File: src/rtl/music_pkg.sv
// Shared types and constants for the music player control path.
package music_pkg;

    localparam int unsigned SONG_W_DEFAULT = 2;

    typedef enum logic [1:0] {
        ST_PAUSED  = 2'd0,
        ST_PLAYING = 2'd1,
        ST_ADVANCE = 2'd2
    } state_t;

    localparam logic [1:0] RPT_OFF = 2'b00;
    localparam logic [1:0] RPT_ALL = 2'b01;
    localparam logic [1:0] RPT_ONE = 2'b10;

endpackage

File: src/rtl/song_index_next.sv
// Candidate song indices for next / prev / song_done, with wrap and end-of-list flag.
module song_index_next
    import music_pkg::*;
#(
    parameter int unsigned NUM_SONGS = 4,
    parameter int unsigned SONG_W    = SONG_W_DEFAULT
) (
    input  logic [SONG_W-1:0] song,
    input  logic [1:0]        repeat_mode,
    input  logic              in_window,
    output logic [SONG_W-1:0] next_idx_c,
    output logic [SONG_W-1:0] prev_idx_c,
    output logic [SONG_W-1:0] done_idx_c,
    output logic              done_eol_c
);

    localparam logic [SONG_W-1:0] LAST = SONG_W'(NUM_SONGS - 1);

    logic is_last;

    always_comb begin
        is_last    = (song == LAST);
        next_idx_c = is_last ? '0 : song + SONG_W'(1);
        prev_idx_c = song;
        done_idx_c = next_idx_c;
        done_eol_c = 1'b0;

        // Outside the window prev restarts the current song
        if (in_window) begin
            prev_idx_c = (song == '0) ? LAST : song - SONG_W'(1);
        end

        case (repeat_mode)
            RPT_ONE: done_idx_c = song;
            RPT_ALL: done_idx_c = next_idx_c;
            default: done_eol_c = is_last;
        endcase
    end

endmodule

File: src/rtl/playlist_mcu.sv
// Master control unit: play/pause FSM, playlist sequencing, repeat modes and prev window.
module playlist_mcu
    import music_pkg::*;
#(
    parameter int unsigned NUM_SONGS   = 4,
    parameter int unsigned SONG_W      = SONG_W_DEFAULT,
    parameter int unsigned PREV_WINDOW = 96,
    parameter int unsigned CNT_W       = 8
) (
    input  logic              clk,
    input  logic              reset,
    input  logic              play_button,
    input  logic              next_button,
    input  logic              prev_button,
    input  logic [1:0]        repeat_mode,
    input  logic              beat,
    input  logic              song_done,
    output logic              play,
    output logic              reset_player,
    output logic [SONG_W-1:0] song,
    output logic              playlist_done
);

    state_t             state, state_nxt;
    logic               resume, resume_nxt;
    logic [SONG_W-1:0]  song_nxt;
    logic [CNT_W-1:0]   beat_cnt, beat_cnt_nxt;
    logic               done_nxt;
    logic               in_window;

    logic [SONG_W-1:0]  next_idx, prev_idx, done_idx;
    logic               done_eol;

    assign in_window = (beat_cnt < CNT_W'(PREV_WINDOW));

    song_index_next #(
        .NUM_SONGS (NUM_SONGS),
        .SONG_W    (SONG_W)
    ) u_song_index_next (
        .song        (song),
        .repeat_mode (repeat_mode),
        .in_window   (in_window),
        .next_idx_c  (next_idx),
        .prev_idx_c  (prev_idx),
        .done_idx_c  (done_idx),
        .done_eol_c  (done_eol)
    );

    // State, sequencing and beat counter registers; outputs registered from next state
    always_ff @(posedge clk or posedge reset) begin
        if (reset) begin
            state         <= ST_PAUSED;
            resume        <= 1'b0;
            song          <= '0;
            beat_cnt      <= '0;
            play          <= 1'b0;
            reset_player  <= 1'b0;
            playlist_done <= 1'b0;
        end else begin
            state         <= state_nxt;
            resume        <= resume_nxt;
            song          <= song_nxt;
            beat_cnt      <= beat_cnt_nxt;
            play          <= (state_nxt == ST_PLAYING);
            reset_player  <= (state_nxt == ST_ADVANCE);
            playlist_done <= done_nxt;
        end
    end

    // Next state: next > prev > song_done > play_button; losers are dropped
    always_comb begin
        state_nxt    = state;
        resume_nxt   = resume;
        song_nxt     = song;
        done_nxt     = 1'b0;
        beat_cnt_nxt = beat_cnt;

        case (state)
            ST_PAUSED: begin
                if (next_button) begin
                    state_nxt  = ST_ADVANCE;
                    resume_nxt = 1'b0;
                    song_nxt   = next_idx;
                end else if (prev_button) begin
                    state_nxt  = ST_ADVANCE;
                    resume_nxt = 1'b0;
                    song_nxt   = prev_idx;
                end else if (play_button) begin
                    state_nxt  = ST_PLAYING;
                end
            end
            ST_PLAYING: begin
                if (beat && (beat_cnt != '1)) begin
                    beat_cnt_nxt = beat_cnt + CNT_W'(1);
                end
                if (next_button) begin
                    state_nxt  = ST_ADVANCE;
                    resume_nxt = 1'b1;
                    song_nxt   = next_idx;
                end else if (prev_button) begin
                    state_nxt  = ST_ADVANCE;
                    resume_nxt = 1'b1;
                    song_nxt   = prev_idx;
                end else if (song_done) begin
                    state_nxt  = ST_ADVANCE;
                    resume_nxt = ~done_eol;
                    song_nxt   = done_idx;
                    done_nxt   = done_eol;
                end else if (play_button) begin
                    state_nxt  = ST_PAUSED;
                end
            end
            ST_ADVANCE: begin
                beat_cnt_nxt = '0;
                state_nxt    = resume ? ST_PLAYING : ST_PAUSED;
            end
            default: begin
                state_nxt = ST_PAUSED;
            end
        endcase
    end

endmodule

File: config.mk
export PLATFORM = sky130hd
export DESIGN_NAME = playlist_mcu
export DESIGN_NICKNAME = d
export VERILOG_FILES = /design/src/rtl/music_pkg.sv /design/src/rtl/song_index_next.sv /design/src/rtl/playlist_mcu.sv
export SDC_FILE = /design/constraint.sdc
export NUM_CORES = 1
export LEC_CHECK = 0
export ABC_AREA = 1
export CORE_UTILIZATION = 52
export CTS_CLUSTER_DIAMETER = 100
export DETAILED_ROUTE_END_ITERATION = 10
export PLACE_DENSITY = 0.78
export SYNTH_ARGS = -nofsm -noshare
export SYNTH_HDL_FRONTEND = slang
export SYNTH_SLANG_ARGS = --single-unit
File: constraint.sdc
create_clock -name clk -period 1.5 [get_ports clk]
set_clock_uncertainty 0.15 [all_clocks]
set_input_delay 0.15 -clock clk [delete_from_list [all_inputs] [get_ports clk]]
set_output_delay 0.15 -clock clk [all_outputs]
set_load 0.01 [all_outputs]
; After elaboration in Yosys (flattened, before gate mapping)
; Index checks and enable logic that the tools add are counted.
[totals]
ff_bits = 16
word_cells = 65
out_inout_bits = 5
in_bits = 9
[classes]
mux = 32
order_cmp = 1
eq_ne = 12
reduce_logical = 9
add_sub_neg = 3
n_bitwise = 1
[op_table]
columns = operator, count
row1 = 2-bit two-way mux, 16
row2 = 8-bit case mux with 2 select lines, 1
row3 = 1-bit two-way mux, 11
row4 = 8-bit by 1-bit adder with 8-bit output (second input constant), 1
row5 = 2-bit equality test (second input constant), 4
row6 = 8-bit by 7-bit < comparator with 1-bit output (second input constant), 1
row7 = 8-bit two-way mux, 1
row8 = 4-bit != test (second input constant), 2
row9 = 8-bit != test (second input constant), 1
row10 = 2-bit by 1-bit equality test with 1-bit output (second input constant), 3
row11 = 2-bit case mux with 3 select lines, 1
row12 = 2-bit zero test, 2
row13 = 2-bit case mux with 2 select lines, 1
row14 = 4-bit AND reduction, 1
row15 = 2-bit nonzero test, 2
row16 = 3-bit != test (second input constant), 1
row17 = 3-bit AND reduction, 1
row18 = 2-bit by 1-bit adder with 2-bit output (second input constant), 1
row19 = 2-bit != test (second input constant), 1
row20 = 1-bit case mux with 2 select lines, 1
row21 = 2-bit AND reduction, 1
row22 = 2-bit OR reduction, 1
row23 = 2-bit by 1-bit subtractor with 2-bit output (second input constant), 1
row24 = 1-bit logical AND, 1
row25 = 1-bit inverter, 1

; Depth between registers and ports, before layout
; Gate-level depths: netlist of run 1.
[depth]
ltp_word = 8
ltp_mapped = 8
depth_no_buf = 8

; By module
; A second synthesis of run 1 with hierarchy kept.
[unflattened]
hier_cells = 142
hier_area_um2 = 1046.0
[modules_own_cells]
columns = module, area_per_inst_um2, cells_each, seq_area_each_um2, instances
row1 = playlist_mcu, 928.4, 119, 400.4, 1
row2 = song_index_next, 117.6, 23, 0.0, 1

; Least setup slack after synthesis of run 1
; OpenSTA, ideal clock, no wires.
[synth_timing]
kind = reg-to-reg
from = register song[0]
to = register song[1]
setup_time_ns = 0.113
n_path_buf = 0
path_stages_with_launch = 9
arrival_time_ns = 1.191
slack_ns = 0.046
required_ns = 1.237
synth_period_minus_slack_ns = 1.454
path_cell_list = dfrtp_1 inv_1 ha_1 nand3_1 nand2_1 nor2_2 nand3_2 nand2_1 inv_1
[synth_between]
elab_chain_cells = 7
word_cells_on_any_way = 14
classes_between = add/sub: 2 / eq/ne: 1 / mux: 10 / reduce/logical: 1
[synth_lines]
columns = element, line_no
row1 = from (decl), playlist_mcu.sv:20  ; output logic [SONG_W-1:0] song,
row2 = from (signal assigned), playlist_mcu.sv:62  ; song <= song_nxt;
row3 = 2-bit by 1-bit adder with 2-bit output / 2-bit equality test (equally long branches), "song_index_next.sv:23, song_index_next.sv:22"
row4 = 2-bit two-way mux, song_index_next.sv:23  ; next_idx_c = is_last ? '0 : song + SONG_W'(1);
row5 = 2-bit two-way mux, song_index_next.sv:33  ; case (repeat_mode)
row6 = 2-bit two-way mux, playlist_mcu.sv:104  ; end else if (song_done) begin
row7 = 2-bit two-way mux, playlist_mcu.sv:100  ; end else if (prev_button) begin
row8 = 2-bit two-way mux, playlist_mcu.sv:96  ; if (next_button) begin
row9 = 2-bit case mux with 2 select lines *, playlist_mcu.sv:78  ; case (state)
; Every way passes the cells marked *; elsewhere a longest branch is shown, timed or not. The select of a mux whose other input is x is not followed.
; A chain may end at the register's enable or synchronous reset.

; Final worst setup path of run 1
[layout_timing]
from = register song[0]
to = register song[0]
; Same word-level chain as after synthesis.

==> results of run 1 <==
[layout by cell type (no fill, tap or decap), types with 2 or more instances in the layout]
| cell | Yosys | final |
|---|---|---|
| xor2_1 | 3 | 3 |
| nand2_2 | 6 | 8 |
| o21ai_1 | 3 | 3 |
| nand2_1 | 23 | 22 |
| nand3_2 | 2 | 3 |
| clkbuf_4 | 0 | 3 |
| inv_1 | 14 | 11 |
| dfrtp_1 | 16 | 16 |
| nor2_1 | 8 | 8 |
| inv_2 | 3 | 5 |
| nor2_2 | 3 | 3 |
| o21ai_0 | 9 | 9 |
| ha_4 | 0 | 2 |
| buf_4 | 0 | 9 |
| dlymetal6s2s_1 | 0 | 2 |
| clkdlybuf4s50_1 | 0 | 9 |
| nand3_1 | 18 | 17 |
[layer usage]
metal	GRT usage, %	wire [µm]	part of all wire (%)	vias to the layer above
li1	-	-	-	445
met1	26.3	934	44	430
met2	43.2	1090	51	24
met3	3.60	72	3.4	4
met4	7.88	32	1.5	0
met5	0	0	0	-
[report_power, final]
part | internal (µW) | switching [µW]
registers | 484 | 48.2
clock network | 148 | 145
logic | 296 | 320
total | 928 | 512
[critical path, stage by stage, from the launching register on]
cell     delay, ps
dfrtp_1        390
buf_4          150
ha_4           150
or2_2          260
nand2_1         60
o21ai_0         90
o21ai_1        160
[through the flow]
| stage | TNS (ps) | util [%] |
|---|---|---|
| floorplan | 0 | - |
| global placement | -9.62 | 67.2 |
| detailed placement | -162 | 67.2 |
| CTS | 0 | 70.3 |
| global route | -230 | 73.8 |
| finish | 0 | 73.8 |
[layout make-up]
class / count / area share (%)
clock buffer: 4 / 2.85
multi-input combinational: 88 / 42.3
sequential: 16 / 31.4
tap: 25 / 2.45
timing repair buffer: 22 / 15.8
inverter: 17 / 5.20
[logic make-up after synthesis]
| family | count (synthesis) | synth area share, % |
|---|---|---|
| buffers and inverters | 17 | 6.69 |
| DFF | 16 | 42.0 |
| AOI/OAI and AO/OA | 14 | 7.74 |
| xor gates and xnor gates | 4 | 3.68 |
| adders and majority gates | 4 | 5.25 |
| and+or+nand+nor | 65 | 34.6 |
[worst max path at each step]
| stage | startpoint | end | slack, ps | cells after the start |
|---|---|---|---|---|
| 2_1_floorplan | song[0]$_DFFE_PP0P_ | song[1]$_DFFE_PP0P_ | 50 | 8 |
| 3_3_place_gp | repeat_mode[0] | song[1]$_DFFE_PP0P_ | -10 | 9 |
| 3_5_place_dp | prev_button | song[1]$_DFFE_PP0P_ | -100 | 7 |
| 4_1_cts | playlist_done$_DFF_PP0_ | playlist_done | 1 | 1 |
| 5_1_grt | song[0]$_DFFE_PP0P_ | song[0]$_DFFE_PP0P_ | -90 | 6 |
| 6_report | song[0]$_DFFE_PP0P_ | song[0]$_DFFE_PP0P_ | 20 | 6 |
[state kept, by name, summed over array words and instances, names as in the netlist]
name,cells
beat_cnt,8
play,1
playlist_done,1
reset_player,1
resume,1
song,2
state,2
[repair_timing]
item | in CTS | in global routing
buffers inserted | 1 | 2
endpoints found under the setup margin | 2 | 10
resized for setup | 3 | 13
pin swaps | 0 | 4
hold endpoints to repair | 0 | 0
cloned | 0 | 1
==> metrics.md, run 1 <==
| Metric | Value |
|---|---|
| Vias | `903` |
| Clock Path Buffers | `2` |
| Cell taking the most area after synthesis | `dfrtp_1` |
| Ys async rst share | `between 90% and 100%` |
| Clock Pin Slew Worst Setup and Hold Paths | `~100 ps` |
| R2r startpoint | `song[0]$_DFFE_PP0P_` |
| Dpl cell area | `~1200 µm²` |
| I/O Buffers | `13` |
| Critical path class | `register to register` |
| Register area | `400 µm²` |
| Fillers | `122` |
| Remaining DRCs | `0` |
| Syn-to-layout area delta | `33.7%` |
| Terminus of the critical flop-to-flop path | `song[0]$_DFFE_PP0P_` |
| Fmax | `between 600 and 700 MHz` |
| Place WS | `-102 ps` |
| Post-DRT Antenna Nets | `0` |
| Fin nets | `161` |
| Ys Warns | `0` |
| CP required | `around 1600 ps` |
| Syn Nets | `133` |
| Relative slew slack | `78.9%` |
| Arr. time, crit path | `1550 ps` |
| Final Hold Fails | `0` |
| Vias/cell | `5.25` |
| Power Total | `1440 µW` |
| Drt first pass iters | `4` |
| Top post-synthesis cells by area | `dfrtp_1, nand3_1, nand2_1, inv_1, ha_1` |
| Final WS setup | `18.4 ps` |
| Fin crit share | `between 90% and 100%` |
| Row count | `15` |
| Cell Pwr Density | `1130 nW/µm²` |
| Most common cell in the netlist | `nand2_1` |
| Finished Layout Cells | `172` |
| Commonest cells post-synth | `nand2_1, nand3_1, dfrtp_1` |
| TritonCTS Buffers | `3` |
| First-pass GRT wire length | `3330 µm` |
| Worst min-delay path class | `input pin to async pin` |
| Most used flip-flop cell after synthesis | `dfrtp_1` |
| CTS tree | `built` |
| RSZ-0062 raised after global routing | `true` |
| Final GP Congestion | `0.821` |
| IO Count | `14` |
| Worst Tran Pin Value | `314 ps` |
| CP Max Fanout | `2` |
| Status | `finished, final reports clean` |
| # hold bufs at CTS | `0` |
| Finished Cell Area | `1270 µm²` |
| Core Area | `1730 µm²` |
| Vias in the first global route | `about 800` |
| EDFF count, synth | `0` |
| Leakage | `0.000648 µW` |
| Die W | `44.8 µm` |
| Initial antenna violation count | `0` |
| Dpl hpwl | `between 1500 and 2000 µm` |
| Clock Latency Late Sink | `around 290 ps` |
| H-tree lvl count | `1` |
| Synth top area share | `between 40% and 50%` |
| Post-DR wirelength/cell | `approximately 12 µm` |
| Starting Density | `55.2%` |
| Mapped Cells | `120` |
| Slew Limit Fails | `0` |
| Setup Viol. Count Final | `0` |
| GR Util All Layers | `23.0%` |
| Die height | `roughly 45 µm` |
| Placed Instances | `164` |
| Mean Syn Cell Area | `slightly below 8 µm²` |
| WL final | `2130 µm` |
| Worst Setup End Kind | `register` |
| Root buffer cell | `clkbuf_4` |
| Pin count of the biggest net entering global routing | `17` |
| R2R cell count | `6` |
| Worst R2R Setup Slack | `20 ps` |
| Post-synth cell types | `21` |
| Fin crit period | `1480 ps` |
| Final hold slack | `1.39 ps` |
| Seq cells post-synth | `16` |
| Ant diodes | `0` |
| Initial DRC Count | `13` |
| Layout cells sized above 1 | `between 20 and 30%` |
| VDD IR max | `0.000868 V` |
| Max-cap violations | `0` |
| Num Clock Sinks | `16` |
| Post-synthesis sequential area ratio | `42.0%` |
| Multi-input logic area | `539 µm²` |
| Grt ovf | `0` |
| Full die area | `2010 µm²` |
| Critical Path Source Type | `register` |
| Netlist Area Pre-Place | `953 µm²` |
No activity file was read; power rests on OpenSTA's default activity.
==> run 2: changes to the inputs <==
--- a/config.mk
+++ b/config.mk
@@ -6,10 +6,10 @@
 export NUM_CORES = 1
 export LEC_CHECK = 0
 export ABC_AREA = 1
-export CORE_UTILIZATION = 52
+export CORE_UTILIZATION = 56
 export CTS_CLUSTER_DIAMETER = 100
 export DETAILED_ROUTE_END_ITERATION = 10
-export PLACE_DENSITY = 0.78
+export PLACE_DENSITY = 0.83
 export SYNTH_ARGS = -nofsm -noshare
 export SYNTH_HDL_FRONTEND = slang
 export SYNTH_SLANG_ARGS = --single-unit
==> constraint.sdc (replaced) <==
create_clock -name clk -period 1.75 [get_ports clk]
set_clock_uncertainty 0.15 [all_clocks]
set_input_delay 0.175 -clock clk [delete_from_list [all_inputs] [get_ports clk]]
set_output_delay 0.175 -clock clk [all_outputs]
set_load 0.01 [all_outputs]
==> run 2 against run 1 <==
First-iteration DRC count up 46%. Worst setup slack better by 140 ps. Via count is 7.6% lower. Critical path type is now register to output pin. Critical endpoint is now song[0].
==> metrics.md, run 2 (synthesized netlist as in run 1, its figures left out) <==
| Metric | Value |
|---|---|
| Status | `finished, final reports clean` |
| WL final | `2050 µm` |
| Ant diodes | `0` |
| Layout cells sized above 1 | `16.7%` |
| Slew Limit Fails | `0` |
| CP required | `about 1400 ps` |
| Critical path class | `register to output pin` |
| First-pass GRT wire length | `roughly 3500 µm` |
| Number of flip-flops in the largest register | `8` |
| Arr. time, crit path | `approximately 1300 ps` |
| Vias in the first global route | `834` |
| Worst Setup End Kind | `output pin` |
| Fin nets | `~150` |
| Fin crit period | `~1600 ps` |
| Placed Instances | `150` |
| Full die area | `1870 µm²` |
| Post-cts resize count | `0` |
| Slowest cell on crit path | `clkdlybuf4s50_1` |
| Dpl cell area | `1110 µm²` |
| Total Neg Setup Slack | `0 ps` |
| Initial antenna violation count | `0` |
| Dpl hpwl | `1550 µm` |
| Max-cap violations | `0` |
| Die W | `between 40 and 50 µm` |
| Die height | `43.3 µm` |
| Final Hold Fails | `0` |
| Clock Pin Slew Worst Setup and Hold Paths | `roughly 100 ps` |
| Grt ovf | `0` |
| H-tree lvl count | `1` |
| Final GP Congestion | `between 0.8 and 0.9` |
| Cell Pwr Density | `977 nW/µm²` |
| Worst Tran Pin Value | `267 ps` |
| Remaining DRCs | `0` |
| RSZ-0062 raised after global routing | `false` |
| Row count | `14` |
| Starting Density | `roughly three fifths` |
| Finished Layout Cells | `154` |
| Post-DR wirelength/cell | `13.3 µm` |
| Root buffer cell | `clkbuf_4` |
| Drt first pass iters | `6` |
| Fin crit share | `between 90% and 100%` |
| Most flop-heavy register | `beat_cnt` |
| GR Util All Layers | `between 20% and 30%` |
| Crit-path cells | `clkdlybuf4s50_1` |
| Power Total | `1120 µW` |
| Relative slew slack | `82.0%` |
| Syn-to-layout area delta | `20.3%` |
| Leakage | `0.000576 µW` |
| Clock Path Buffers | `2` |
| Pin count of the biggest net entering global routing | `17` |
| I/O Buffers | `13` |
| Largest delay share family, worst path | `buffers and inverters` |
| TritonCTS Buffers | `3` |
| Vias/cell | `5.42` |
| Biggest regs | `beat_cnt (8), song (2), state (2)` |
| Postcts setup bufs | `0` |
| Worst min-delay path class | `input pin to async pin` |
| Clock Latency Late Sink | `290 ps` |
| # hold bufs at CTS | `0` |
| IO Count | `14` |
| Finished Cell Area | `between 1000 and 1500 µm²` |
| CTS tree | `built` |
| Final hold slack | `31.7 ps` |
| Num Clock Sinks | `16` |
| Buffers and inverters on the worst path | `1` |
| Fmax | `~630 MHz` |
| CP Max Fanout | `5` |
| VDD IR max | `0.000688 V` |
| Vias | `834` |
| Max stage delay on crit path | `560 ps` |
| Setup Viol. Count Final | `0` |
| Most frequent cells in the layout | `nand2_1, nand3_1, dfrtp_1` |
| Critical Path Source Type | `register` |
| Core Area | `1540 µm²` |
| Most common cell after layout, fill and taps aside | `nand2_1` |
| Initial DRC Count | `19` |
| Post-DRT Antenna Nets | `0` |
[run 2: power by group]
group | internal (µW) | switching [µW]
logic | 180 | 230
registers | 415 | 43.8
clock network | 127 | 125
[run 2: metal layers]
metal / track usage, % / up-vias / share of wire (%)
met5: 0 / - / 0
met3: 3.83 / 4 / 1.6
met4: 10.9 / 0 / 1.9
li1: - / 431 / -
met2: 44.5 / 9 / 50
met1: 32.5 / 390 / 47
[run 2: stage by stage]
stage / utilization, % / worst slack (ps)
global placement: 72.1 / 199
finish: 74.4 / 155
detailed placement: 72.1 / 175
global route: 74.4 / 62.2
floorplan: - / 296
CTS: 74.4 / 152
[run 2: area by class of cell]
cell class / instances / area (µm²)
timing repair buffer: 14 / 138
tap: 16 / 20.0
inverter: 17 / 63.8
clock buffer: 4 / 36.3
fill: 138 / 394
multi-input combinational: 87 / 489
sequential: 16 / 400
[run 2: final timing paths]
kind                                               from                       to  slack (ps)  cells past startpoint
worst max-delay path                song[0]$_DFFE_PP0P_                  song[0]         160                      1
worst min-delay path                              reset       state[0]$_DFF_PP0_          30                      3
worst max register to register  beat_cnt[0]$_DFFE_PP0P_  beat_cnt[7]$_DFFE_PP0P_         180                      8
worst min register to register       resume$_DFFE_PP0P_       state[0]$_DFF_PP0_         410                      2
max in group asynchronous                         reset  beat_cnt[2]$_DFFE_PP0P_        1240                      3
min in group clk                              song_done   reset_player$_DFF_PP0_         360                      3
